<file path="src/rtl/cdb_arbiter_if.sv">
// Result-source handshakes and the common-data-bus broadcast for cdb_arbiter.
interface cdb_arbiter_if #(
    parameter int unsigned TAG_W  = 4,
    parameter int unsigned DATA_W = 64,
    parameter int unsigned ROB_W  = 2
);
    logic              add_valid;
    logic [TAG_W-1:0]  add_tag;
    logic [DATA_W-1:0] add_data;
    logic [ROB_W-1:0]  add_rob;
    logic              add_ready;

    logic              mul_valid;
    logic [TAG_W-1:0]  mul_tag;
    logic [DATA_W-1:0] mul_data;
    logic [ROB_W-1:0]  mul_rob;
    logic              mul_ready;

    logic              ld_valid;
    logic [TAG_W-1:0]  ld_tag;
    logic [DATA_W-1:0] ld_data;
    logic [ROB_W-1:0]  ld_rob;
    logic              ld_ready;

    logic              cdb_valid;
    logic [TAG_W-1:0]  cdb_id;
    logic [DATA_W-1:0] cdb_data;
    logic [ROB_W-1:0]  cdb_rob;
    logic              protocol_err;

    modport master (
        output add_valid, add_tag, add_data, add_rob,
        output mul_valid, mul_tag, mul_data, mul_rob,
        output ld_valid, ld_tag, ld_data, ld_rob,
        input  add_ready, mul_ready, ld_ready,
        input  cdb_valid, cdb_id, cdb_data, cdb_rob, protocol_err
    );

    modport slave (
        input  add_valid, add_tag, add_data, add_rob,
        input  mul_valid, mul_tag, mul_data, mul_rob,
        input  ld_valid, ld_tag, ld_data, ld_rob,
        output add_ready, mul_ready, ld_ready,
        output cdb_valid, cdb_id, cdb_data, cdb_rob, protocol_err
    );
endinterface

</file>
<file path="src/rtl/cdb_arbiter.sv">
// CDB arbiter: one-entry buffer per result source, round-robin pick,
// registered broadcast of tag/data/rob to the snooping consumers.
module cdb_arbiter #(
    parameter int unsigned TAG_W  = 4,
    parameter int unsigned DATA_W = 64,
    parameter int unsigned ROB_W  = 2
) (
    input  logic          clk,
    input  logic          rst_n,
    input  logic          flush,
    cdb_arbiter_if.slave  bus
);
    localparam int unsigned NSRC     = 3;
    localparam logic [1:0]  LAST_RST = 2'd2;

    logic              in_valid [NSRC];
    logic [TAG_W-1:0]  in_tag   [NSRC];
    logic [DATA_W-1:0] in_data  [NSRC];
    logic [ROB_W-1:0]  in_rob   [NSRC];

    logic [NSRC-1:0]   full_q;
    logic [TAG_W-1:0]  tag_q    [NSRC];
    logic [DATA_W-1:0] data_q   [NSRC];
    logic [ROB_W-1:0]  rob_q    [NSRC];
    logic [1:0]        last_q;

    logic              cdb_valid_q;
    logic [TAG_W-1:0]  cdb_id_q;
    logic [DATA_W-1:0] cdb_data_q;
    logic [ROB_W-1:0]  cdb_rob_q;
    logic              protocol_err_q;

    logic [NSRC-1:0]   grant_c;
    logic [1:0]        gnt_idx_c;
    logic [1:0]        cand_c;
    logic              any_grant_c;
    logic [NSRC-1:0]   ready_c;
    logic [NSRC-1:0]   accept_c;
    logic [NSRC-1:0]   capture_c;
    logic              bad_tag_c;

    always_comb begin
        in_valid[0] = bus.add_valid; in_tag[0] = bus.add_tag; in_data[0] = bus.add_data; in_rob[0] = bus.add_rob;
        in_valid[1] = bus.mul_valid; in_tag[1] = bus.mul_tag; in_data[1] = bus.mul_data; in_rob[1] = bus.mul_rob;
        in_valid[2] = bus.ld_valid;  in_tag[2] = bus.ld_tag;  in_data[2] = bus.ld_data;  in_rob[2] = bus.ld_rob;
    end

    // Round-robin: scan from the source after the last winner, first full buffer wins.
    always_comb begin
        grant_c     = '0;
        gnt_idx_c   = last_q;
        cand_c      = '0;
        any_grant_c = 1'b0;
        for (int k = 0; k < NSRC; k++) begin
            cand_c = 2'((32'(last_q) + 32'(k) + 32'd1) % NSRC);
            if (!any_grant_c && full_q[cand_c]) begin
                grant_c[cand_c] = 1'b1;
                gnt_idx_c       = cand_c;
                any_grant_c     = 1'b1;
            end
        end
    end

    // A buffer being drained this cycle may refill at the same edge; tag 0 is swallowed.
    always_comb begin
        ready_c   = '0;
        accept_c  = '0;
        capture_c = '0;
        bad_tag_c = 1'b0;
        for (int x = 0; x < NSRC; x++) begin
            ready_c[x]   = !flush && (!full_q[x] || grant_c[x]);
            accept_c[x]  = in_valid[x] && ready_c[x];
            capture_c[x] = accept_c[x] && (in_tag[x] != '0);
            bad_tag_c    = bad_tag_c | (accept_c[x] && (in_tag[x] == '0));
        end
    end

    always_ff @(posedge clk or negedge rst_n) begin
        if (!rst_n) begin
            full_q         <= '0;
            last_q         <= LAST_RST;
            cdb_valid_q    <= 1'b0;
            cdb_id_q       <= '0;
            cdb_data_q     <= '0;
            cdb_rob_q      <= '0;
            protocol_err_q <= 1'b0;
            for (int x = 0; x < NSRC; x++) begin
                tag_q[x]  <= '0;
                data_q[x] <= '0;
                rob_q[x]  <= '0;
            end
        end else if (flush) begin
            full_q      <= '0;
            cdb_valid_q <= 1'b0;
            cdb_id_q    <= '0;
            cdb_data_q  <= '0;
            cdb_rob_q   <= '0;
        end else begin
            for (int x = 0; x < NSRC; x++) begin
                if (capture_c[x]) begin
                    full_q[x] <= 1'b1;
                    tag_q[x]  <= in_tag[x];
                    data_q[x] <= in_data[x];
                    rob_q[x]  <= in_rob[x];
                end else if (grant_c[x]) begin
                    full_q[x] <= 1'b0;
                end
            end
            if (any_grant_c) begin
                cdb_valid_q <= 1'b1;
                cdb_id_q    <= tag_q[gnt_idx_c];
                cdb_data_q  <= data_q[gnt_idx_c];
                cdb_rob_q   <= rob_q[gnt_idx_c];
                last_q      <= gnt_idx_c;
            end else begin
                cdb_valid_q <= 1'b0;
                cdb_id_q    <= '0;
                cdb_data_q  <= '0;
                cdb_rob_q   <= '0;
            end
            protocol_err_q <= protocol_err_q | bad_tag_c;
        end
    end

    assign bus.add_ready    = ready_c[0];
    assign bus.mul_ready    = ready_c[1];
    assign bus.ld_ready     = ready_c[2];
    assign bus.cdb_valid    = cdb_valid_q;
    assign bus.cdb_id       = cdb_id_q;
    assign bus.cdb_data     = cdb_data_q;
    assign bus.cdb_rob      = cdb_rob_q;
    assign bus.protocol_err = protocol_err_q;
endmodule

</file>
<file path="src/flat_wrapper.sv">
// flat-port wrapper written by rule: the top's interface ports become plain ports
module cdb_arbiter_flat 
#(
    parameter int unsigned TAG_W  = 4,
    parameter int unsigned DATA_W = 64,
    parameter int unsigned ROB_W  = 2
)
  (clk, rst_n, flush, bus_add_valid, bus_add_tag, bus_add_data, bus_add_rob, bus_mul_valid, bus_mul_tag, bus_mul_data, bus_mul_rob, bus_ld_valid, bus_ld_tag, bus_ld_data, bus_ld_rob, bus_add_ready, bus_mul_ready, bus_ld_ready, bus_cdb_valid, bus_cdb_id, bus_cdb_data, bus_cdb_rob, bus_protocol_err);
  cdb_arbiter_if #(.TAG_W(TAG_W), .DATA_W(DATA_W), .ROB_W(ROB_W)) bus_i ();
  input  logic clk;
  input  logic rst_n;
  input  logic flush;
  input wire logic [$bits(bus_i.add_valid)-1:0] bus_add_valid;
  input wire logic [$bits(bus_i.add_tag)-1:0] bus_add_tag;
  input wire logic [$bits(bus_i.add_data)-1:0] bus_add_data;
  input wire logic [$bits(bus_i.add_rob)-1:0] bus_add_rob;
  input wire logic [$bits(bus_i.mul_valid)-1:0] bus_mul_valid;
  input wire logic [$bits(bus_i.mul_tag)-1:0] bus_mul_tag;
  input wire logic [$bits(bus_i.mul_data)-1:0] bus_mul_data;
  input wire logic [$bits(bus_i.mul_rob)-1:0] bus_mul_rob;
  input wire logic [$bits(bus_i.ld_valid)-1:0] bus_ld_valid;
  input wire logic [$bits(bus_i.ld_tag)-1:0] bus_ld_tag;
  input wire logic [$bits(bus_i.ld_data)-1:0] bus_ld_data;
  input wire logic [$bits(bus_i.ld_rob)-1:0] bus_ld_rob;
  output wire logic [$bits(bus_i.add_ready)-1:0] bus_add_ready;
  output wire logic [$bits(bus_i.mul_ready)-1:0] bus_mul_ready;
  output wire logic [$bits(bus_i.ld_ready)-1:0] bus_ld_ready;
  output wire logic [$bits(bus_i.cdb_valid)-1:0] bus_cdb_valid;
  output wire logic [$bits(bus_i.cdb_id)-1:0] bus_cdb_id;
  output wire logic [$bits(bus_i.cdb_data)-1:0] bus_cdb_data;
  output wire logic [$bits(bus_i.cdb_rob)-1:0] bus_cdb_rob;
  output wire logic [$bits(bus_i.protocol_err)-1:0] bus_protocol_err;
  assign bus_i.add_valid = bus_add_valid;
  assign bus_i.add_tag = bus_add_tag;
  assign bus_i.add_data = bus_add_data;
  assign bus_i.add_rob = bus_add_rob;
  assign bus_i.mul_valid = bus_mul_valid;
  assign bus_i.mul_tag = bus_mul_tag;
  assign bus_i.mul_data = bus_mul_data;
  assign bus_i.mul_rob = bus_mul_rob;
  assign bus_i.ld_valid = bus_ld_valid;
  assign bus_i.ld_tag = bus_ld_tag;
  assign bus_i.ld_data = bus_ld_data;
  assign bus_i.ld_rob = bus_ld_rob;
  assign bus_add_ready = bus_i.add_ready;
  assign bus_mul_ready = bus_i.mul_ready;
  assign bus_ld_ready = bus_i.ld_ready;
  assign bus_cdb_valid = bus_i.cdb_valid;
  assign bus_cdb_id = bus_i.cdb_id;
  assign bus_cdb_data = bus_i.cdb_data;
  assign bus_cdb_rob = bus_i.cdb_rob;
  assign bus_protocol_err = bus_i.protocol_err;
  cdb_arbiter #(.TAG_W(TAG_W), .DATA_W(DATA_W), .ROB_W(ROB_W)) u_core (.clk(clk), .rst_n(rst_n), .flush(flush), .bus(bus_i));
endmodule
</file>
<file path="config.mk">
export PLATFORM = sky130hd
export DESIGN_NAME = cdb_arbiter_flat
export DESIGN_NICKNAME = d
export VERILOG_FILES = /design/src/rtl/cdb_arbiter_if.sv /design/src/rtl/cdb_arbiter.sv /design/src/flat_wrapper.sv
export SDC_FILE = /design/constraint.sdc
export NUM_CORES = 1
export LEC_CHECK = 0
export ABC_AREA = 0
export CELL_PAD_IN_SITES_DETAIL_PLACEMENT = 1
export CELL_PAD_IN_SITES_GLOBAL_PLACEMENT = 1
export CORE_ASPECT_RATIO = 1.5
export CORE_UTILIZATION = 42
export CTS_BUF_LIST = sky130_fd_sc_hd__clkbuf_4 sky130_fd_sc_hd__clkbuf_8
export CTS_CLUSTER_DIAMETER = 150
export CTS_CLUSTER_SIZE = 14
export DETAILED_ROUTE_END_ITERATION = 10
export PLACE_DENSITY = 0.83
export SYNTH_ARGS = -nofsm -noshare
export SYNTH_HDL_FRONTEND = slang
export SYNTH_SLANG_ARGS = --single-unit
</file>
<file path="constraint.sdc">
create_clock -name clk -period 4 [get_ports clk]
set_input_delay 0.8 -clock clk [delete_from_list [all_inputs] [get_ports clk]]
set_output_delay 0.8 -clock clk [all_outputs]
set_load 0.02 [all_outputs]
</file>
; ---- Word-level counts from Yosys, hierarchy flattened
; Index checks and enable logic that the tools add are counted.
[word_totals]
input_bits = 216
word_cells = 123
reg_bits = 287
output_inout_bits = 75
[classes]
magnitude_cmp = 7
n_addsub = 4
n_div = 3
muxes = 45
reduce_logical = 39
bitwise = 7
[op_table]
columns = op, count
row1 = 64-bit 2-to-1 mux, 4
row2 = 64-bit binary-select mux with 2-bit select, 1
row3 = 32-bit by 2-bit remainder unit with 32-bit output (second input constant), 3
row4 = 32-bit by 1-bit adder with 32-bit output (second input constant), 2
row5 = 1-bit logical AND, 17
row6 = 1-bit 2-to-1 mux, 17
row7 = 4-bit 2-to-1 mux, 4
row8 = 2-bit 2-to-1 mux, 7
row9 = 4-bit logical NOT, 3
row10 = 3-bit 2-to-1 mux, 4
row11 = 4-bit nonzero test, 3
row12 = 2-bit by 3-bit less-than comparator with 1-bit output (second input constant), 3
row13 = 3-bit nonzero test, 3
row14 = 4-bit binary-select mux with 2-bit select, 1
row15 = 2-bit AND reduction, 4
row16 = 1-bit binary-select mux with 2-bit select, 3
row17 = 1-bit demux with 2-bit select, 3
row18 = 2-bit by 1-bit greater-or-equal comparator with 1-bit output (second input constant), 3
row19 = 1-bit logical NOT, 6
row20 = 3-bit bitwise OR, 2
row21 = 2-bit binary-select mux with 2-bit select, 1
row22 = 2-bit by 1-bit adder with 3-bit output (second input constant), 1
row23 = 2-bit by 2-bit adder with 3-bit output (second input constant), 1
row24 = 3-bit greater-or-equal comparator (second input constant), 1
row25 = other kinds (4), 8

; ---- Depth between registers and ports, before layout
; Gate-level depths: netlist (run 1).
[depth]
depth_word = 18
depth_mapped = 12
ltp_nobuf = 9

; ---- Worst setup path after synthesis (run 1)
; No wires, ideal clock.
[synth_timing]
path_type = register to register
start = register u_core.last_q[1]
end = register u_core.data_q[100] in the netlist's numbering
n_path_buf = 2
slack_ns = 1.132
required_time_ns = 3.875
path_stages_with_launch = 10
setup_time_ns = 0.125
synth_period_minus_slack_ns = 2.868
arrival_ns = 2.743
path_cell_list = dfstp_2 inv_1 ha_1 clkbuf_1 mux2_1 a21oi_2 a21oi_2 nor4b_4 buf_6 mux2_4
[synth_between]
elab_chain_cells = 16
word_cells_on_any_way = 44
cone_classes = 4 x add/sub / 3 x div / 6 x order compare / 17 x mux / 2 x bitwise / 12 x reduce/logical
[synth_lines]
columns = item, line
row1 = start: declaration, cdb_arbiter.sv:25  ; logic [1:0] last_q;
row2 = start signal: assignment, cdb_arbiter.sv:114  ; last_q <= gnt_idx_c;
row3 = 2-bit by 1-bit adder with 3-bit output, cdb_arbiter.sv:55  ; cand_c = 2'((32'(last_q) + 32'(k) + 32'd1) % NSRC);
row4 = 32-bit by 1-bit adder with 32-bit output or 32-bit by 2-bit remainder unit with 32-bit output (tied branches), cdb_arbiter.sv:55
row5 = "32-bit by 2-bit remainder unit with 32-bit output, or another cell as far along", cdb_arbiter.sv:55
row6 = "2-bit by 3-bit less-than comparator with 1-bit output (implied by the code), or another cell as far along", cdb_arbiter.sv:57  ; grant_c[cand_c] = 1'b1;
row7 = "1-bit logical AND (implied by the code), or another cell as far along", cdb_arbiter.sv:57
row8 = "1-bit 2-to-1 mux (implied by the code), or another cell as far along", cdb_arbiter.sv:57
row9 = "1-bit demux with 2-bit select, or another cell as far along", n/a
row10 = 3-bit bitwise OR (no line) or 1-bit 2-to-1 mux (tied branches), n/a
row11 = 3-bit 2-to-1 mux or 1-bit logical NOT (tied branches), cdb_arbiter.sv:56  ; if (!any_grant_c && full_q[cand_c]) begin
row12 = 3-bit bitwise OR (no line) or 1-bit logical AND (tied branches), n/a
row13 = 3-bit 2-to-1 mux (*), cdb_arbiter.sv:56
row14 = 1-bit logical OR (*), cdb_arbiter.sv:71  ; ready_c[x] = !flush && (!full_q[x] || grant_c[x]);
row15 = 1-bit logical AND (*), cdb_arbiter.sv:71
row16 = 1-bit logical AND (*), cdb_arbiter.sv:72  ; accept_c[x] = in_valid[x] && ready_c[x];
row17 = 1-bit logical AND (*), cdb_arbiter.sv:73  ; capture_c[x] = accept_c[x] && (in_tag[x] != '0);
row18 = 2-bit AND reduction (no line) (*), n/a
row19 = end signal: indexed assignment, cdb_arbiter.sv:103  ; data_q[x] <= in_data[x];
row20 = end: declaration, cdb_arbiter.sv:23  ; logic [DATA_W-1:0] data_q [NSRC];
; Mark *: on every way between the ends. The rest lies on a longest branch, timed or not. The select of a mux whose other input is x is not followed.
; A chain may end at the register's enable or synchronous reset.

; ---- Worst setup path in the final report (run 1)
[layout_timing]
start = register u_core.last_q[1]
end = output bus_ld_ready
[layout_between]
elab_chain_cells = 13
word_cells_on_any_way = 41
cone_classes = 4 x add/sub / 3 x div / 6 x order compare / 17 x mux / 2 x bitwise / 9 x reduce/logical
[layout_lines]
columns = item, line
row1 = 2-bit by 1-bit adder with 3-bit output, cdb_arbiter.sv:55
row2 = 32-bit by 1-bit adder with 32-bit output or 32-bit by 2-bit remainder unit with 32-bit output (tied branches), cdb_arbiter.sv:55
row3 = "32-bit by 2-bit remainder unit with 32-bit output, or another cell as far along", cdb_arbiter.sv:55
row4 = "2-bit by 3-bit less-than comparator with 1-bit output (implied by the code), or another cell as far along", cdb_arbiter.sv:57
row5 = "1-bit logical AND (implied by the code), or another cell as far along", cdb_arbiter.sv:57
row6 = "1-bit 2-to-1 mux (implied by the code), or another cell as far along", cdb_arbiter.sv:57
row7 = "1-bit demux with 2-bit select, or another cell as far along", n/a
row8 = 3-bit bitwise OR (no line) or 1-bit 2-to-1 mux (tied branches), n/a
row9 = 3-bit 2-to-1 mux or 1-bit logical NOT (tied branches), cdb_arbiter.sv:56
row10 = 3-bit bitwise OR (no line) or 1-bit logical AND (tied branches), n/a
row11 = 3-bit 2-to-1 mux (*), cdb_arbiter.sv:56
row12 = 1-bit logical OR (*), cdb_arbiter.sv:71
row13 = 1-bit logical AND (*), cdb_arbiter.sv:71
row14 = end: declaration, flat_wrapper.sv:27  ; output wire logic [$bits(bus_i.ld_ready)-1:0] bus_ld_ready;
; Marked as above.

==> results.md, run 1 <==
- The total number of yosys warnings is 0.
- For this design, the sink count on the clock tree is 287.
- The peak per-stage delay on the critical path is 640 ps.
- Yosys attributes the largest share of cell area to dfrtp_1, mux2_2, mux2_4.
- The slew at the pin with the worst max-slew slack is 822 ps.
- The final setup skew is 23.0 ps.
- The synthesized design spends more area on one cell type than any other, namely dfrtp_1.
- A synthesized cell averages 15.6 um^2.
- The via count of the first global-routing pass is 8884.
- The share of total power dissipated in sequential elements is 0.379.
- Of the cells placed in the final design, the portion with a size suffix greater than 1 is 0.257.
- The peak fanout along the critical path is 12.
- The critical path goes through inv_1 > ha_2 > mux2_1 > a21oi_2 > a21oi_1 > nor2_1 > clkdlybuf4s50_1.
- Entering global routing, the biggest net connects 107 pins.
- The met3 layer usage reported by global route is 0.0449.
- The net switching component of the power is 4.81 mW.
- The remaining antenna violation count after routing is 0.
- The overall routing resource usage is 0.233.
- Synthesis produced a netlist with a net count of 987.
- Of the total power, the share spent switching nets is 0.374.
- The number of endpoints with negative hold slack in the final report was 0.
- For this run, the share of the core covered by cells in the final layout is 0.562.
- The critical path data arrival time is 3000 ps.
- The area of all placed cells without fillers is 0.0157 mm^2.
- For this design the static power due to leakage is 6.79 nW.
- The total wire length is 33200 um.
- In this run, distinct cell masters in the synthesized netlist total 41.
- In this run the tightest slew margin relative to its limit is 0.452.
- The later pin in the worst-skew pair is clocked with a latency of 600 ps.
- The path depth of the worst reg2reg path is 9.
- After routing, the total negative slack on setup checks comes to 0 ps.
- The met2 global-route usage is 0.418.
- The average via count per standard cell is 5.36.
- The synthesized netlist occupies a cell area of 0.0119 mm^2.
- The worst register-to-register path begins at u_core.last_q[1].
- In the synthesized netlist the async set-or-reset flop fraction comes to 1.00.
- The area of the core is 0.0280 mm^2.
- The slack of the worst reg-to-reg path is 920 ps.
- The clock transition at the register clock pins on the worst setup and hold paths after CTS is 90 ps.
- The number of antenna violations at the first check in global routing is 12.
- The first routing iteration left 294 violations.
- The count of flip-flops with a built-in enable after synthesis is 0.
- The design internal power is 8.04 mW.
- The number of nets in the layout is 1274.
- Setup violations remaining at the end of the flow were counted as 0.
- For this configuration, the core starts out at a cell density of 0.427.
- Of the total power, the clock network draws 0.124.
- The design draws 12.8 mW.
- Among all flip-flop cells after synthesis, the most frequent one is dfrtp_1.
- In this run the power density over the cells is 817 mW/mm^2.
- The total vias in the final route is 7584.
- The post-detailed-placement cell area is 0.0153 mm^2.
- Routability-driven placement finished with a final weighted congestion of 0.873.
- Detailed placement finished with a half-perimeter wire length of 22900 um.
- From left edge to right edge, the die measures 140 um.
- Static timing analysis puts the maximum clock frequency at 263 MHz.
- The floorplan has 75 rows.
- The portion of the clock cycle consumed by the worst path in the final layout is 0.950.
- The min-delay analysis places its worst path in the category in2async.
- The H-tree level count is 1.
- STA classifies the critical path endpoint as an output pin.
- The root buffer cell is clkbuf_8.
- The number of buffers on the longest clock path is 3.
- The number of hold buffers added after CTS was 0.
- At the worst endpoint, the required time is 3200 ps.
- The clock period minus final worst setup slack is 3800 ps.
- The area of the die is 0.0291 mm^2.
- The met1 usage is 0.261.
- The slowest stage of the critical path is the clkdlybuf4s50_1 cell.
- The worst setup path is launched from a flip-flop.
- Max-cap violations in this run came to 0.
- The most congested layer reported by global routing is met2.
- The worst voltage drop across the vdd grid is 0.562 mV.
- In the final routed layout, each cell accounts on average for 23.4 um.
- The number of design rule violations left after detail routing is 0.
- Setup repair after global routing left no endpoint under its margin.
- The category of cells accounting for the largest share of critical-path delay is buffers and inverters.
- The total global routing overflow is 0.
- The TritonCTS clock tree is done.
- The worst register-to-register path ends at u_core.tag_q[7].
- Buffers inserted during clock tree synthesis total 24.
- The count of port buffers added during placement is 290.
- Together, buffers and inverters on the worst path number 2.
- The max-slew violation count is 0.
- The number of top-level design ports is 291.
- The share of Yosys cell area claimed by the top area cell type is 0.600.
- The post-synthesis register bit count is 287.
- The first global-routing pass estimated 52000 um of wire.
- The synthesized instance count is 767.
- The combinational share of power is 0.497.
- The area added between synthesis and finish is 31.8%.
- Counting the fill cells in the layout gives 2711.
- The sequential-to-total area share from yosys stat is 0.602.
- The sequential standard cell area is 0.00718 mm^2.
- The run finished with clean final reports.
- In the final layout, the multi-input gates occupy 0.00448 mm^2.
- The first-pass iteration count of the detailed router is 4.
- The worst setup path is of the reg2out kind.
- The height of the die is 208 um.
worst max path at each step:
stage	from	endpoint	slack, ps	cells after the start
2_1_floorplan	u_core.last_q[1]	u_core.data_q[100]	1130	9
3_3_place_gp	u_core.last_q[0]	bus_add_ready	610	8
3_5_place_dp	u_core.last_q[0]	bus_add_ready	490	8
4_1_cts	u_core.last_q[1]	bus_mul_ready	40	7
5_1_grt	u_core.last_q[1]	bus_ld_ready	100	7
6_report	u_core.last_q[1]	bus_ld_ready	200	7
metal layers:
metal | part of all wire | vias up
met3 | 0.050 | 76
met2 | 0.54 | 217
met4 | 0.042 | 6
met1 | 0.37 | 3929
met5 | 0.0011 | -
li1 | - | 3356
kinds of logic after synthesis:
kind of cell,synth area share
DFF,0.602
muxes,0.281
AOI/OAI and AO/OA,0.0717
buffers and inverters,0.0247
and+or+nand+nor,0.0169
adders and majority gates,0.00419
placed cells by master (no fill, tap or decap), drive strengths merged, types with 2 or more instances in the layout:
master / netlist / routed
clkdlybuf4s50: 0 / 287
dfrtp: 286 / 286
mux2: 208 / 208
mux2i: 73 / 73
o2bb2ai: 70 / 70
clkbuf: 18 / 31
buf: 31 / 21
diode: 0 / 9
nand2: 8 / 8
nor2: 8 / 8
inv: 6 / 8
a21oi: 7 / 7
o21ai: 7 / 7
a22o: 6 / 6
nand3: 5 / 5
ha: 4 / 4
nor2b: 3 / 3
a31oi: 3 / 3
nand2b: 3 / 3
o21a: 2 / 2
nor4: 2 / 2
and2: 2 / 2
area by class of cell:
cell class | count | share of cell area
flip-flops and latches | 287 | 0.457
multi-input cells | 425 | 0.285
repair buffers | 310 | 0.202
well taps | 346 | 0.0275
clock buffers | 31 | 0.0243
inverters | 6 | 0.00143
diodes | 9 | 0.00143
clock inverters | 2 | 0.00111
what timing repair did:
item                                    in CTS  in global routing
gates cloned                                 0                  0
pin swaps                                    0                  0
gates resized for setup                      3                  2
endpoints found under the setup margin       2                  2
setup buffers                                0                  0
hold endpoints to repair                     0                  0
synth_stat cells (2+ instances only):
master and instances:
dfrtp_1 286, mux2_2 137, mux2i_1 72, mux2_4 70, o2bb2ai_1 70, buf_2 23
clkbuf_1 18, buf_6 8, nand2_1 8, nor2_1 8, a22o_1 6, inv_1 6
o21ai_0 6, a21oi_1 5, nand3_1 5, ha_1 4, a31oi_1 3, nand2b_1 3
nor2b_1 3, a21oi_2 2, and2_1 2, nor4_1 2, o21a_1 2
power groups by stage:
stage	Combinational, mW	Sequential [mW]	Clock, mW
2_1_floorplan	4.25	4.88	0
3_3_place_gp	6.20	4.81	0
3_5_place_dp	6.44	4.91	0
4_1_cts	6.48	4.86	1.67
5_1_grt	6.86	5.00	1.73
6_report	6.39	4.87	1.59
through the flow:
stage	cells	hold WS, ps	setup WS (ps)
after global routing	1416	306	99.5
after detailed placement	1374	465	487
after CTS	1407	267	41.4
after global placement	1374	458	605
final	1416	268	199
after floorplan	767	451	1130
state kept, by name, summed over array words and instances (netlist names):
signal	cells
u_core.bus.cdb_id	4
u_core.bus.cdb_rob	2
u_core.bus.cdb_valid	1
u_core.rob_q	6
u_core.tag_q	12
u_core.bus.cdb_data	64
u_core.bus.protocol_err	1
u_core.data_q	192
u_core.full_q	3
u_core.last_q	2
Note: power is estimated with default switching activity, not from simulation.
==> run 2: changes to the inputs <==
--- a/config.mk
+++ b/config.mk
@@ -18,3 +18,4 @@
 export SYNTH_ARGS = -nofsm -noshare
 export SYNTH_HDL_FRONTEND = slang
 export SYNTH_SLANG_ARGS = --single-unit
+export TNS_END_PERCENT = 50
==> results of run 2 <==
The final DEF is identical to that of run 1; final timing and power are the same.
